**config.mk**
```make
export PLATFORM = sky130hd
export DESIGN_NAME = core_fetch_s
export DESIGN_NICKNAME = d
export VERILOG_FILES = /design/src/rtl/core_fetch_s.sv
export SDC_FILE = /design/constraint.sdc
export NUM_CORES = 1
export LEC_CHECK = 0
export BUFFER_PORTS_ARGS = -buffer_cell sky130_fd_sc_hd__buf_2
export CAP_MARGIN = 20
export CORE_MARGIN = 1
export CORE_UTILIZATION = 50
export DETAILED_ROUTE_END_ITERATION = 10
export HOLD_SLACK_MARGIN = 0.02
export PLACE_DENSITY_LB_ADDON = 0.05
export SLEW_MARGIN = 25
export SYNTH_ARGS = -nofsm -noshare
export SYNTH_HDL_FRONTEND = slang
export SYNTH_SLANG_ARGS = --single-unit
```
**constraint.sdc**
```tcl
create_clock -name clk -period 5.2 [get_ports clk]
set_clock_uncertainty 0.1 [all_clocks]
set_input_delay 0 -clock clk [delete_from_list [all_inputs] [get_ports clk]]
set_output_delay 0 -clock clk [all_outputs]
set_load 0.05 [all_outputs]
```
**src/rtl/core_fetch_s.sv**
```systemverilog
// rtl/core_fetch_s.sv - fetch stage: PC owner, L1I requester, instruction buffer to decode
module core_fetch_s #(
  parameter logic [31:0] RESET_PC   = 32'h0000_0000,
  parameter int          FIFO_DEPTH = 2
) (
  input  logic        clk,
  input  logic        rst,
  input  logic        fetch_enb,
  input  logic        fetch_redirect_val,
  input  logic [31:0] fetch_redirect_pc,
  output logic        fetch_l1i_req_val,
  output logic [31:0] fetch_l1i_req_addr,
  input  logic        fetch_l1i_ack_in,
  input  logic [31:0] fetch_l1i_rdata_in,
  output logic        fetch_val_out,
  output logic [31:0] fetch_inst_out,
  output logic [31:0] fetch_pc_out,
  output logic [31:0] fetch_pc_4_out
);

  localparam int PTR_W = (FIFO_DEPTH > 1) ? $clog2(FIFO_DEPTH) : 1;
  localparam int CNT_W = $clog2(FIFO_DEPTH + 1);

  // FETCH: normal sequential fetch. DROP: the outstanding request belongs to a
  // squashed path; its data is thrown away and fetch resumes at target.
  localparam logic [0:0] ST_FETCH = 1'b0;
  localparam logic [0:0] ST_DROP  = 1'b1;

  logic [0:0]       state;
  logic [31:0]      pc;
  logic [31:0]      target;

  logic [31:0]      inst_mem [FIFO_DEPTH];
  logic [31:0]      pc_mem   [FIFO_DEPTH];
  logic [PTR_W-1:0] head;
  logic [PTR_W-1:0] tail;
  logic [CNT_W-1:0] count;

  logic             fifo_empty;
  logic             fifo_full;
  logic             xfer;
  logic             push;
  logic             pop;
  logic             flush;
  logic [31:0]      redir_target;

  function automatic logic [PTR_W-1:0] ptr_inc(input logic [PTR_W-1:0] p);
    return (p == PTR_W'(FIFO_DEPTH - 1)) ? '0 : p + PTR_W'(1);
  endfunction

  assign fifo_empty   = (count == '0);
  assign fifo_full    = (count == CNT_W'(FIFO_DEPTH));
  assign redir_target = fetch_redirect_pc & 32'hFFFF_FFFC;

  // A request is only issued when there is room for its data, so a pending
  // request never meets a full buffer; in DROP the request must be finished.
  assign fetch_l1i_req_val  = !rst && (((state == ST_FETCH) && !fifo_full) || (state == ST_DROP));
  assign fetch_l1i_req_addr = pc;

  assign xfer  = fetch_l1i_req_val && fetch_l1i_ack_in;
  assign flush = fetch_redirect_val;
  assign push  = (state == ST_FETCH) && xfer && !fetch_redirect_val;
  assign pop   = fetch_enb && !fifo_empty && !fetch_redirect_val;

  // PC / redirect-target / state sequencing
  always_ff @(posedge clk) begin
    if (rst) begin
      pc     <= RESET_PC;
      target <= 32'h0;
      state  <= ST_FETCH;
    end else begin
      case (state)
        ST_FETCH: begin
          if (fetch_redirect_val) begin
            if (fetch_l1i_req_val && !fetch_l1i_ack_in) begin
              // request in flight: keep its address stable, remember where to go
              target <= redir_target;
              state  <= ST_DROP;
            end else begin
              pc <= redir_target;
            end
          end else if (xfer) begin
            pc <= pc + 32'd4;
          end
        end
        ST_DROP: begin
          if (fetch_l1i_ack_in) begin
            pc    <= fetch_redirect_val ? redir_target : target;
            state <= ST_FETCH;
          end else if (fetch_redirect_val) begin
            target <= redir_target;
          end
        end
        default: state <= ST_FETCH;
      endcase
    end
  end

  // Buffer occupancy and pointers; a redirect empties the buffer outright
  always_ff @(posedge clk) begin
    if (rst || flush) begin
      head  <= '0;
      tail  <= '0;
      count <= '0;
    end else begin
      if (push) tail <= ptr_inc(tail);
      if (pop)  head <= ptr_inc(head);
      case ({push, pop})
        2'b10:   count <= count + CNT_W'(1);
        2'b01:   count <= count - CNT_W'(1);
        default: count <= count;
      endcase
    end
  end

  // Buffer payload; contents are only visible through a valid head
  always_ff @(posedge clk) begin
    if (push) begin
      inst_mem[tail] <= fetch_l1i_rdata_in;
      pc_mem[tail]   <= pc;
    end
  end

  // Head presentation to decode, forced to zero when empty
  always_comb begin
    fetch_val_out  = !fifo_empty;
    fetch_inst_out = 32'h0;
    fetch_pc_out   = 32'h0;
    fetch_pc_4_out = 32'h0;
    if (!fifo_empty) begin
      fetch_inst_out = inst_mem[head];
      fetch_pc_out   = pc_mem[head];
      fetch_pc_4_out = pc_mem[head] + 32'd4;
    end
  end

endmodule

```
# Word-level counts from Yosys, hierarchy flattened
# Memories as Yosys holds them, arrays and structs flattened. A register that Yosys moved wholly into a read port is not among the register bits.
# Index checks and enable logic that the tools add are counted.
[totals]
register_bits = 69
ramBits = 128
inputBits = 69
out_inout_bits = 130
elab_cells = 69
memories = 2
[op_classes]
n_addsub = 6
eq_ne = 9
n_mux = 26
n_bitwise = 1
reduce_logical = 19
[mem_list]
columns = ["name", "depth", "word_bits", "rd", "rd_clocked_by_memory_dff", "wr", "line_no", "rtl"]
rows = [
  ["inst_mem", 2, 32, 1, 1, 1, "33", "logic [31:0] inst_mem [FIFO_DEPTH];"],
  ["pc_mem", 2, 32, 1, 1, 1, "34", "logic [31:0] pc_mem [FIFO_DEPTH];"],
]
[ops]
columns = ["op", "count"]
rows = [
  ["2-to-1 mux 32 bit", 11],
  ["one-hot mux 32 bit (2 select lines)", 2],
  ["adder 32 x 3 -> 32 bit (second input constant)", 2],
  ["2-to-1 mux 1 bit", 11],
  ["logical AND 1 bit", 8],
  ["inequality test 2 bit (second input constant)", 3],
  ["inequality test 3 bit (second input constant)", 2],
  ["AND reduction 3 bit", 2],
  ["zero test 1 bit", 5],
  ["equality test 2 bit (second input constant)", 2],
  ["one-hot mux 2 bit (2 select lines)", 1],
  ["adder 1 bit (second input constant)", 2],
  ["adder 2 x 1 -> 2 bit (second input constant)", 1],
  ["equality test 2 x 1 -> 1 bit (second input constant)", 1],
  ["zero test 2 bit", 1],
  ["logical OR 1 bit", 2],
  ["inequality test 2 x 1 -> 1 bit (second input constant)", 1],
  ["one-hot mux 1 bit (2 select lines)", 1],
  ["nonzero test 2 bit", 1],
  ["subtractor 2 x 1 -> 2 bit (second input constant)", 1],
  ["inverter 1 bit", 1],
]

# Depth between registers and ports, before layout
# Gate-level depths: netlist of run 1.
[logic_depth]
depth_word = 10
mapped_depth = 9
ltp_nobuf = 9

# Least setup slack after synthesis of run 1
# Ideal clock, no wire load.
[synth_timing]
kind = "flip-flop to flip-flop"
from = "register count[0]"
to = "memory inst_mem[0][0] (enable)"
setup_time_ns = 0.487
arrival_time_ns = 3.479
required_time_ns = 4.613
setup_slack_ns = 1.134
stages_incl_launch_ff = 4
n_path_buf = 0
period_less_slack_ns = 4.066
cell_sequence = "dfxtp_1 > nand2b_4 > nand3_1 > nor2_1"
[synth_via]
elab_chain_cells = 10
[synth_lines]
columns = ["element", "line_no", "rtl"]
rows = [
  ["from (decl)", "37", "logic [CNT_W-1:0] count;"],
  ["from (signal assigned)", "109", "2'b10: count <= count + CNT_W'(1);"],
  ["from (signal assigned)", "110", "2'b01: count <= count - CNT_W'(1);"],
  ["from (signal assigned)", "111", "default: count <= count;"],
  ["equality test 2 bit", "52", "assign fifo_full = (count == CNT_W'(FIFO_DEPTH));"],
  ["zero test 1 bit", "57", "assign fetch_l1i_req_val = !rst && (((state == ST_FETCH) && !fifo_full) || (state == ST_DROP));"],
  ["logical AND 1 bit", "57", ""],
  ["logical OR 1 bit", "57", ""],
  ["logical AND 1 bit", "57", ""],
  ["logical AND 1 bit", "60", "assign xfer = fetch_l1i_req_val && fetch_l1i_ack_in;"],
  ["logical AND 1 bit (2 in series)", "62", "assign push = (state == ST_FETCH) && xfer && !fetch_redirect_val;"],
  ["2-to-1 mux 1 bit", "118", "if (push) begin"],
  ["2-to-1 mux 1 bit (not written as such)", "119", "inst_mem[tail] <= fetch_l1i_rdata_in;"],
  ["to (decl)", "33", ""],
]
# No other way between the ends.

==> results of run 1 <==
==> kinds of logic after synthesis <==
| logic type | count (synthesis) |
|---|---|
| XOR/XNOR | 20 |
| AND/OR/NAND/NOR | 378 |
| flip-flops | 198 |
| buffers and inverters | 75 |
| AO/OA/AOI/OAI | 182 |
| multiplexers | 72 |
| adder cells (fa/ha/maj) | 3 |
==> registers in the layout, indices dropped and copies added, names as in the netlist, named ones only <==
register            count
count                   2
fetch_l1i_req_addr     32
head                    1
tail                    1
inst_mem               64
pc_mem                 64
state                   1
target                 32
==> worst max path at each step <==
stage | start | endpoint | slack (ns) | cells after the start
2_1_floorplan | count[0]$_SDFFE_PP0P_ | inst_mem[0][0]$_DFFE_PP_ | 1.13 | 3
5_1_grt | flop | fetch_pc_4_out[22] | 1.34 | 9
6_report | flop | fetch_pc_4_out[27] | 1.61 | 6
4_1_cts | flop | fetch_pc_4_out[27] | 1.59 | 6
3_3_place_gp | flop | fetch_pc_4_out[27] | 2.05 | 6
3_5_place_dp | flop | fetch_pc_4_out[31] | 2.05 | 7
==> metal layers <==
metal / share of wire / vias to the layer above
met5: 0 / -
met4: 0.013 / 0
met3: 0.067 / 25
met2: 0.45 / 289
met1: 0.47 / 3624
li1: - / 3832
==> final cells by class <==
| type | count | share of cell area |
|---|---|---|
| well taps | 234 | 0.0247 |
| inverters | 12 | 0.00379 |
| flip-flops and latches | 198 | 0.442 |
| clock buffers | 21 | 0.0388 |
| repair buffers | 275 | 0.148 |
| clock inverters | 11 | 0.00833 |
| multi-input cells | 655 | 0.334 |
==> repair_timing <==
item                                   4_1_cts  5_1_grt
endpoints found under the hold margin      132        0
setup endpoints to repair                    0        0
hold buffers                                68        0
==> placed cells by master, fill, tap and decap left out, drive strengths merged, types with 7 or more instances in the layout <==
master | synthesis | final
buf | 25 | 207
nand2 | 134 | 134
edfxtp | 128 | 128
nor2 | 114 | 114
a21oi | 70 | 70
dfxtp | 70 | 70
mux2i | 69 | 69
dlygate4sd3 | 0 | 68
o21ai | 43 | 43
nand3 | 26 | 26
nor3 | 24 | 24
clkbuf | 38 | 21
xnor2 | 15 | 15
inv | 12 | 15
nand4 | 14 | 14
a31oi | 10 | 10
and3 | 10 | 10
o31a | 9 | 9
and4 | 9 | 9
nor4 | 7 | 7
==> power breakdown <==
group | switching (mW) | internal (mW) | total, mW | leakage (nW)
Sequential | 0.0492 | 1.72 | 1.77 | 1.74
Clock | 0.567 | 0.687 | 1.25 | 0.269
Combinational | 0.248 | 0.130 | 0.377 | 2.45
Total | 0.864 | 2.53 | 3.40 | 4.46
==> stage by stage <==
stage	worst slack, ns	cells	power, mW	hold WS, ns
2_1_floorplan	1.13	928	2.02	-0.0232
3_3_place_gp	2.05	1306	2.13	0.0868
3_5_place_dp	2.05	1306	2.14	0.0915
4_1_cts	1.59	1406	3.42	0.175
5_1_grt	1.34	1406	3.52	0.186
6_report	1.61	1406	3.40	0.184
==> reports/summary.txt, run 1 <==
Main combinational cell family by area after synthesis: simple AND/OR/NAND/NOR gates
R2R Setup Slk: 2.37 ns
Initial antenna violation count: 0
Register area share after synthesis: 0.547
Power Density: 286 nW/µm²
CP Data Required Time: 5.10 ns
Synth Instances: 928
CTS Root Cell: clkbuf_16
CTS sink count: 198
Crit-path leading delay family: flip-flops
Worst skew pair latency: 0.43 ns
Initial core utilization: 0.510
Crit-path max FO: 58
GR Overflow Total: 0
Ys async rst share: 0
Leak: 4.46 nW
WP buf/inv: 1
Core area: 18800 µm²
Max stage delay on crit path: 0.86 ns
Placed cell area: 10600 µm²
GR Util met3: 0.0438
Cell Rows: 50
Final Hold Viols: 0
Area occupied by multi-input gates: 3970 µm²
Final WL: 23.4 mm
Worst ir drop on vdd: 0.240 mV
CP Launch Type: flop
Post-Synth Simple-Gate Area: 0.192
Fin util: 0.633
Area leader, netlist: edfxtp_1
Fill cells: 1560
Cells along the critical path: mux2i_1, a211oi_4, nand4_2, nor3b_1, mux2_2, buf_2
Critical setup path kind: reg2out
Worst Hold Depth: 2
Syn nets: 1000
R2R Path End: inst_mem[1][7]$_DFFE_PP_
Die width: 140 µm
DRC: 0
Library cells used by synthesis: 71
WP data arrival: 3.49 ns
Hold_sp: fetch_l1i_rdata_in[25]
Met1 usage: 0.341
CTS tree: yes
Setup violators final: 0
Worst path slowest cell: dfxtp_4
Via-to-Cell Ratio: 5.53
EDFF count, synth: 128
GR peak layer: met2
Dpl hpwl: 15.3 mm
Yosys reg bits: 198
Worst-path clk slew: 0.07 ns
Num CTS Buffers: 17
Final nets: 1231
Total Routing Usage GR: 0.241
Synth area leaders: edfxtp_1 40%, dfxtp_1 15%, mux2i_1 7.2%
Slew Viols, Final: 0
Mapped Area: 9580 µm²
Max transition margin: 0.270
Via count: 7770
Met2 usage: 0.376
Mux contribution to synthesized area: 0.0756
Most instantiated library cell after synthesis: nand2_1
Reg2Reg Depth: 6
Input/output buffers: 196
Synthesis Warnings: 0
RSZ-0062 raised after global routing: false
Kind of end point of the critical path: output pin
Max_cap viols: 0
Pin count of the biggest net entering global routing: 90
N_diodes: 0
Routed length per instance: 16.7 µm
Fraction of layout instances using a drive strength above 1: 0.224
Sequential Area: 5250 µm²
Number of global-route vias before repair: 7147
Worst-margin pin slew: 1.09 ns
TNS Setup: 0 ns
Iter 0 DRT Violations: 600
Minimum clock period: 3.59 ns
Yosys top cell area share: 0.401
Io pins: 199
Fin crit share: 0.690
DIE AREA: 19700 µm²
Die Y: 140 µm
Finished Cell Area: 11900 µm²
Drt first pass iters: 5
Fmax: 279 MHz
Min-Delay Path Class: in2reg
Ys flop type: edfxtp_1
First-pass GRT wire length: 37.3 mm
Post-cts resize count: 0
Htree depth: 4
Commonest cells post-synth: 134 x nand2_1, 128 x edfxtp_1, 113 x nor2_1, 70 x a21oi_1, 70 x dfxtp_1
FF-to-FF Start: count[1]$_SDFFE_PP0P_
GP Congestion: 0.799
Synth Area in Compound Gates: 0.123
Postcts setup bufs: 0
Outcome: finished clean
Adder-Cell Fraction of Synth Area: 0.00392
DRT antenna net count: 0
XOR/XNOR Fraction of Synth Area: 0.0183
Max Root-Sink Buffers: 2
Area growth syn-to-layout: 23.9%
Syn_area_per_cell: 10.3 µm²
Hold EP: inst_mem[1][25]$_DFFE_PP_
Power figures use the tool's default switching activity.
==> run 2: changes to the inputs <==
Clock period 5.2 ns to 3.75 ns, I/O delays scaled along.
==> reports/summary.txt, run 2 (synthesis gave the netlist of run 1 again) <==
WP data arrival: 3.29 ns (-0.20 ns)
Die width: 140 µm (unchanged)
Routed length per instance: 17.0 µm (+2.2%)
Final WL: 24.0 mm (+2.5%)
TNS Setup: 0 ns (unchanged)
Slew Viols, Final: 0 (unchanged)
Kind of end point of the critical path: output pin
Crit-path max FO: 31 (-47%)
Postcts setup bufs: 0 (unchanged)
RSZ-0062 raised after global routing: false
Fraction of layout instances using a drive strength above 1: 0.229 (+0.00519)
Minimum clock period: 3.39 ns
CP Data Required Time: 3.65 ns (-1.45 ns)
Total Routing Usage GR: 0.244 (+0.00229)
Area growth syn-to-layout: 24.1%
Dpl hpwl: 16.0 mm (+4.7%)
Core area: 18800 µm² (unchanged)
CP Launch Type: flop
Via-to-Cell Ratio: 5.50 (-0.54%)
CTS Root Cell: clkbuf_16
FF-to-FF Start: fetch_l1i_req_addr[3]$_SDFFE_PP0P_
Outcome: finished clean
Fin cells: 1410 (+0.28%)
GR Overflow Total: 0 (unchanged)
Number of global-route vias before repair: 7196 (+0.69%)
Post-cts resize count: 0 (unchanged)
Iter 0 DRT Violations: 492 (-18%)
Min-Delay Path Class: in2reg
CTS sink count: 198 (unchanged)
Worst-margin pin slew: 0.917 ns (-0.170 ns)
Critical setup path kind: reg2out
Worst setup endpoint: fetch_pc_4_out[27]
Fin crit share: 0.903
Initial core utilization: 0.510 (unchanged)
Worst-path clk slew: 0.07 ns (about the same)
Max_cap viols: 0 (unchanged)
Initial antenna violation count: 0 (unchanged)
Final Hold Viols: 0 (unchanged)
Io pins: 199 (unchanged)
Post-placement cell count: 1311 (+0.38%)
DIE AREA: 19700 µm² (unchanged)
Largest regs: inst_mem x64, pc_mem x64
Most frequent cells in the layout: 196 x buf_2, 134 x nand2_1, 128 x edfxtp_1
Setup violators final: 0 (unchanged)
DRT antenna net count: 0 (unchanged)
First-pass GRT wire length: 37.7 mm (+1.0%)
Die Y: 140 µm (unchanged)
R2R Setup Slk: 1.12 ns (-1.25 ns)
GP Congestion: 0.799 (about the same)
Via count: 7750 (-0.26%)
Drt first pass iters: 6 (+1)
Cells along the critical path: buf_4, nand3_1, a22oi_2, nand4_2, nor3b_1, mux2_2, buf_2
Reg2Reg Depth: 6 (unchanged)
CTS tree: yes
Commonest non-fill, non-tap cell in the layout: buf_2
Max stage delay on crit path: 0.66 ns (-0.20 ns)
DRC: 0 (unchanged)
Input/output buffers: 196 (unchanged)
Pin count of the biggest net entering global routing: 90 (unchanged)
Power Density: 396 nW/µm² (+38%)
Num CTS Buffers: 17 (unchanged)
N_diodes: 0 (unchanged)
Max transition margin: 0.389 (+0.119)
Final nets: 1235 (+0.32%)
Htree depth: 4 (unchanged)
Sequential Area: 5250 µm² (unchanged)
Worst skew pair latency: 0.44 ns (about the same)
Fill cells: 1575 (+0.96%)
Worst path slowest cell: dfxtp_4
Cell Rows: 50 (unchanged)
Fmax: 295 MHz
Max Root-Sink Buffers: 2 (unchanged)
Worst ir drop on vdd: 0.347 mV (+45%)
Leak: 4.48 nW (+0.55%)
Area occupied by multi-input gates: 3970 µm² (unchanged)
R2R Path End: fetch_l1i_req_addr[28]$_SDFFE_PP0P_
-- run 2: how the worst min path moves through the flow --
stage | depth (start not counted) | to | from
floorplan | 1 | state$_SDFF_PP0_ | fetch_l1i_ack_in
global placement | 1 | inst_mem[1][31]$_DFFE_PP_ | fetch_l1i_rdata_in[31]
detailed placement | 1 | inst_mem[0][4]$_DFFE_PP_ | fetch_l1i_rdata_in[4]
CTS | 2 | inst_mem[1][23]$_DFFE_PP_ | fetch_l1i_rdata_in[23]
global route | 2 | inst_mem[1][2]$_DFFE_PP_ | fetch_l1i_rdata_in[2]
finish | 2 | inst_mem[0][4]$_DFFE_PP_ | fetch_l1i_rdata_in[4]
-- run 2: area by class of cell --
| class | count | share of cell area |
|---|---|---|
| Clock buffer | 17 | 0.0358 |
| Clock inverter | 15 | 0.0107 |
| Inverter | 12 | 0.00379 |
| Multi-Input combinational cell | 655 | 0.334 |
| Sequential cell | 198 | 0.441 |
| Tap cell | 234 | 0.0246 |
| Timing Repair Buffer | 279 | 0.150 |
-- run 2: through the flow --
step | util | worst slack, ns | total power [mW] | hold WS [ns] | area (µm²)
after global routing | 0.634 | 0.104 | 4.87 | 0.185 | 11900
after global placement | 0.568 | 0.857 | 2.96 | 0.0879 | 10700
after floorplan | - | 0.361 | 2.81 | -0.0232 | 9580
after CTS | 0.634 | 0.328 | 4.73 | 0.175 | 11900
after detailed placement | 0.568 | 0.791 | 2.97 | 0.0913 | 10700
final | 0.634 | 0.364 | 4.71 | 0.188 | 11900
-- run 2: critical path: cells and delay by family (launching register included) --
family,cells,cell delay [ns]
simple gates,3,0.85
flops,1,0.66
buf+inv,2,0.65
mux,1,0.36
compound gates,1,0.32
-- run 2: where the power goes --
part / internal (mW) / leakage, nW / switching [mW]
sequential: 2.38 / 1.74 / 0.0666
combinational: 0.181 / 2.48 / 0.347
clock: 0.919 / 0.264 / 0.814
total: 3.48 / 4.48 / 1.23
-- run 2: what timing repair did --
action                                  4_1_cts  5_1_grt
hold endpoints to repair                    129        0
hold buffers                                 67        0
endpoints found under the setup margin        0        0
-- run 2: metal layers --
layer,vias up,GRT usage,part of all wire
met1,3603,0.341,0.47
met3,36,0.0407,0.058
met2,261,0.385,0.45
met5,-,0,0
li1,3850,-,-
met4,0,0.0827,0.020
==> run 3: changes to the inputs <==
Settings changed: CORE_UTILIZATION 50 to 35.
==> reports/summary.txt, run 3 (synthesis gave the netlist of run 1 again) <==
Max stage delay on crit path: 0.56 ns (-0.10 ns)
Min-Delay Path Class: in2reg
Max transition margin: 0.442 (+0.0530)
Setup violators final: 0 (unchanged)
Most frequent cells in the layout: 196 x buf_2, 134 x nand2_1, 128 x edfxtp_1
GP Congestion: 0.753 (-5.8%)
Dpl hpwl: 17.6 mm (+9.7%)
Cell Rows: 60 (+20%)
Max_cap viols: 0 (unchanged)
Worst Hold Depth: 2 (unchanged)
Total Routing Usage GR: 0.192 (-0.0513)
Post-cts resize count: 0 (unchanged)
Kind of end point of the critical path: output pin
Via count: 7686 (-0.83%)
Cells along the critical path: buf_4, and4_2, a22o_1, nand4_2, nor3b_1, mux2_2, buf_2
DIE AREA: 28000 µm² (+42%)
CP Launch Type: flop
Initial antenna violation count: 0 (unchanged)
Slew Viols, Final: 0 (unchanged)
Crit-path max FO: 24 (-23%)
Power Density: 398 nW/µm² (+0.60%)
Final WL: 26.6 mm (+11%)
Largest regs: inst_mem x64, pc_mem x64
Leak: 4.53 nW (+1.2%)
GR Overflow Total: 0 (unchanged)
Worst path slowest cell: dfxtp_4
TNS Setup: 0 ns (unchanged)
Critical setup path kind: reg2out
Max Root-Sink Buffers: 2 (unchanged)
Number of global-route vias before repair: 7475 (+3.9%)
CTS Root Cell: clkbuf_16
Final Hold Viols: 0 (unchanged)
CP Data Required Time: 3.65 ns (about the same)
Die width: 167 µm (+19%)
Routed length per instance: 17.4 µm (+2.4%)
Finished Cell Area: 12200 µm² (+2.3%)
Hold EP: inst_mem[1][3]$_DFFE_PP_
Hold_ws: 0.180 ns (-0.00791 ns)
Fmax: 317 MHz (+7.5%)
Initial core utilization: 0.356 (-0.154)
Minimum clock period: 3.15 ns (-0.236 ns)
Worst-path clk slew: 0.08 ns (about the same)
Reg2Reg Depth: 8 (+2)
FF-to-FF Start: fetch_l1i_req_addr[2]$_SDFFE_PP0P_
Htree depth: 4 (unchanged)
RSZ-0062 raised after global routing: false
DRT antenna net count: 0 (unchanged)
Die Y: 167 µm (+19%)
Via-to-Cell Ratio: 5.03 (-8.5%)
Core area: 26900 µm² (+43%)
Worst skew pair latency: 0.44 ns (about the same)
Outcome: finished clean
Io pins: 199 (unchanged)
Worst ir drop on vdd: 0.236 mV (-32%)
Pin count of the biggest net entering global routing: 84 (-6.7%)
Fin cells: 1528 (+8.4%)
Drt first pass iters: 5 (-1)
Hold_sp: fetch_l1i_rdata_in[3]
Fin crit share: 0.840 (-0.0630)
Input/output buffers: 196 (unchanged)
CTS tree: yes
R2R Setup Slk: 1.26 ns (+0.14 ns)
Final nets: 1245 (+0.81%)
Placed cell area: 10800 µm² (+1.6%)
CTS sink count: 198 (unchanged)
Num CTS Buffers: 17 (unchanged)
Worst-margin pin slew: 0.837 ns (-0.0795 ns)
Iter 0 DRT Violations: 450 (-8.5%)
R2R Path End: fetch_l1i_req_addr[28]$_SDFFE_PP0P_
Fraction of layout instances using a drive strength above 1: 0.229 (+0.000601)
Commonest non-fill, non-tap cell in the layout: buf_2
Area growth syn-to-layout: 27.0%
First-pass GRT wire length: 42.3 mm (+12%)
DRC: 0 (unchanged)
WP data arrival: 3.05 ns (-0.24 ns)
Post-placement cell count: 1421 (+8.4%)
Postcts setup bufs: 0 (unchanged)
-- run 3: changes by cell type in the layout (fill, tap and decap cells not counted), sizes merged --
cell,previous run,this run
clkinv,4,6
buf,212,215
inv,18,19
clkinvlp,4,0
clkbuf,17,18
diode,0,1
dlygate4sd3,67,74
-- run 3: stage by stage --
step / power, mW / utilization / worst slack, ns
after floorplan: 2.81 / - / 0.361
after global placement: 2.98 / 0.403 / 1.01
after detailed placement: 2.98 / 0.403 / 1.01
after CTS: 4.90 / 0.453 / 0.533
after global routing: 5.03 / 0.453 / 0.406
final: 4.85 / 0.453 / 0.600
-- run 3: routing by layer --
| layer | wire [µm] | global-route usage | share of wire | vias to the layer above |
|---|---|---|---|---|
| met3 | 1130 | 0.0319 | 0.042 | 20 |
| met2 | 11800 | 0.298 | 0.44 | 206 |
| met1 | 13400 | 0.280 | 0.50 | 3585 |
| li1 | - | - | - | 3875 |
| met4 | 325 | 0.0459 | 0.012 | 0 |
| met5 | 0 | 0 | 0 | - |
-- run 3: cell type report --
cell class | count | area, µm²
Fill cell | 2673 | 14700
Sequential cell | 198 | 5250
Multi-Input combinational cell | 655 | 3970
Inverter | 12 | 45.0
Antenna cell | 1 | 2.50
Clock buffer | 18 | 429
Tap cell | 341 | 427
Clock inverter | 14 | 161
Timing Repair Buffer | 289 | 1890
-- run 3: report_power, final --
| group | switching (mW) | internal, mW | leakage, nW |
|---|---|---|---|
| sequential | 0.0651 | 2.38 | 1.74 |
| combinational | 0.359 | 0.187 | 2.50 |
| clock | 0.906 | 0.952 | 0.289 |
| total | 1.33 | 3.52 | 4.53 |
-- run 3: worst max path at each step --
stage | from | to | depth (start not counted)
floorplan | count[0]$_SDFFE_PP0P_ | inst_mem[1][0]$_DFFE_PP_ | 6
global placement | flop | fetch_pc_4_out[27] | 7
detailed placement | flop | fetch_pc_4_out[27] | 7
CTS | flop | fetch_pc_4_out[27] | 7
global route | flop | fetch_pc_4_out[31] | 7
finish | flop | fetch_pc_4_out[27] | 7
-- run 3: critical path: cells and delay by family (launching register included) --
kind            cells  cell delay [ns]
simple gates        3             0.89
buf+inv             2             0.57
flops               1             0.56
mux                 1             0.35
compound gates      1             0.23
-- run 3: timing repair --
action                                 in CTS  in global routing
setup endpoints to repair                   0                  0
endpoints found under the hold margin     131                  0
hold buffers                               74                  0
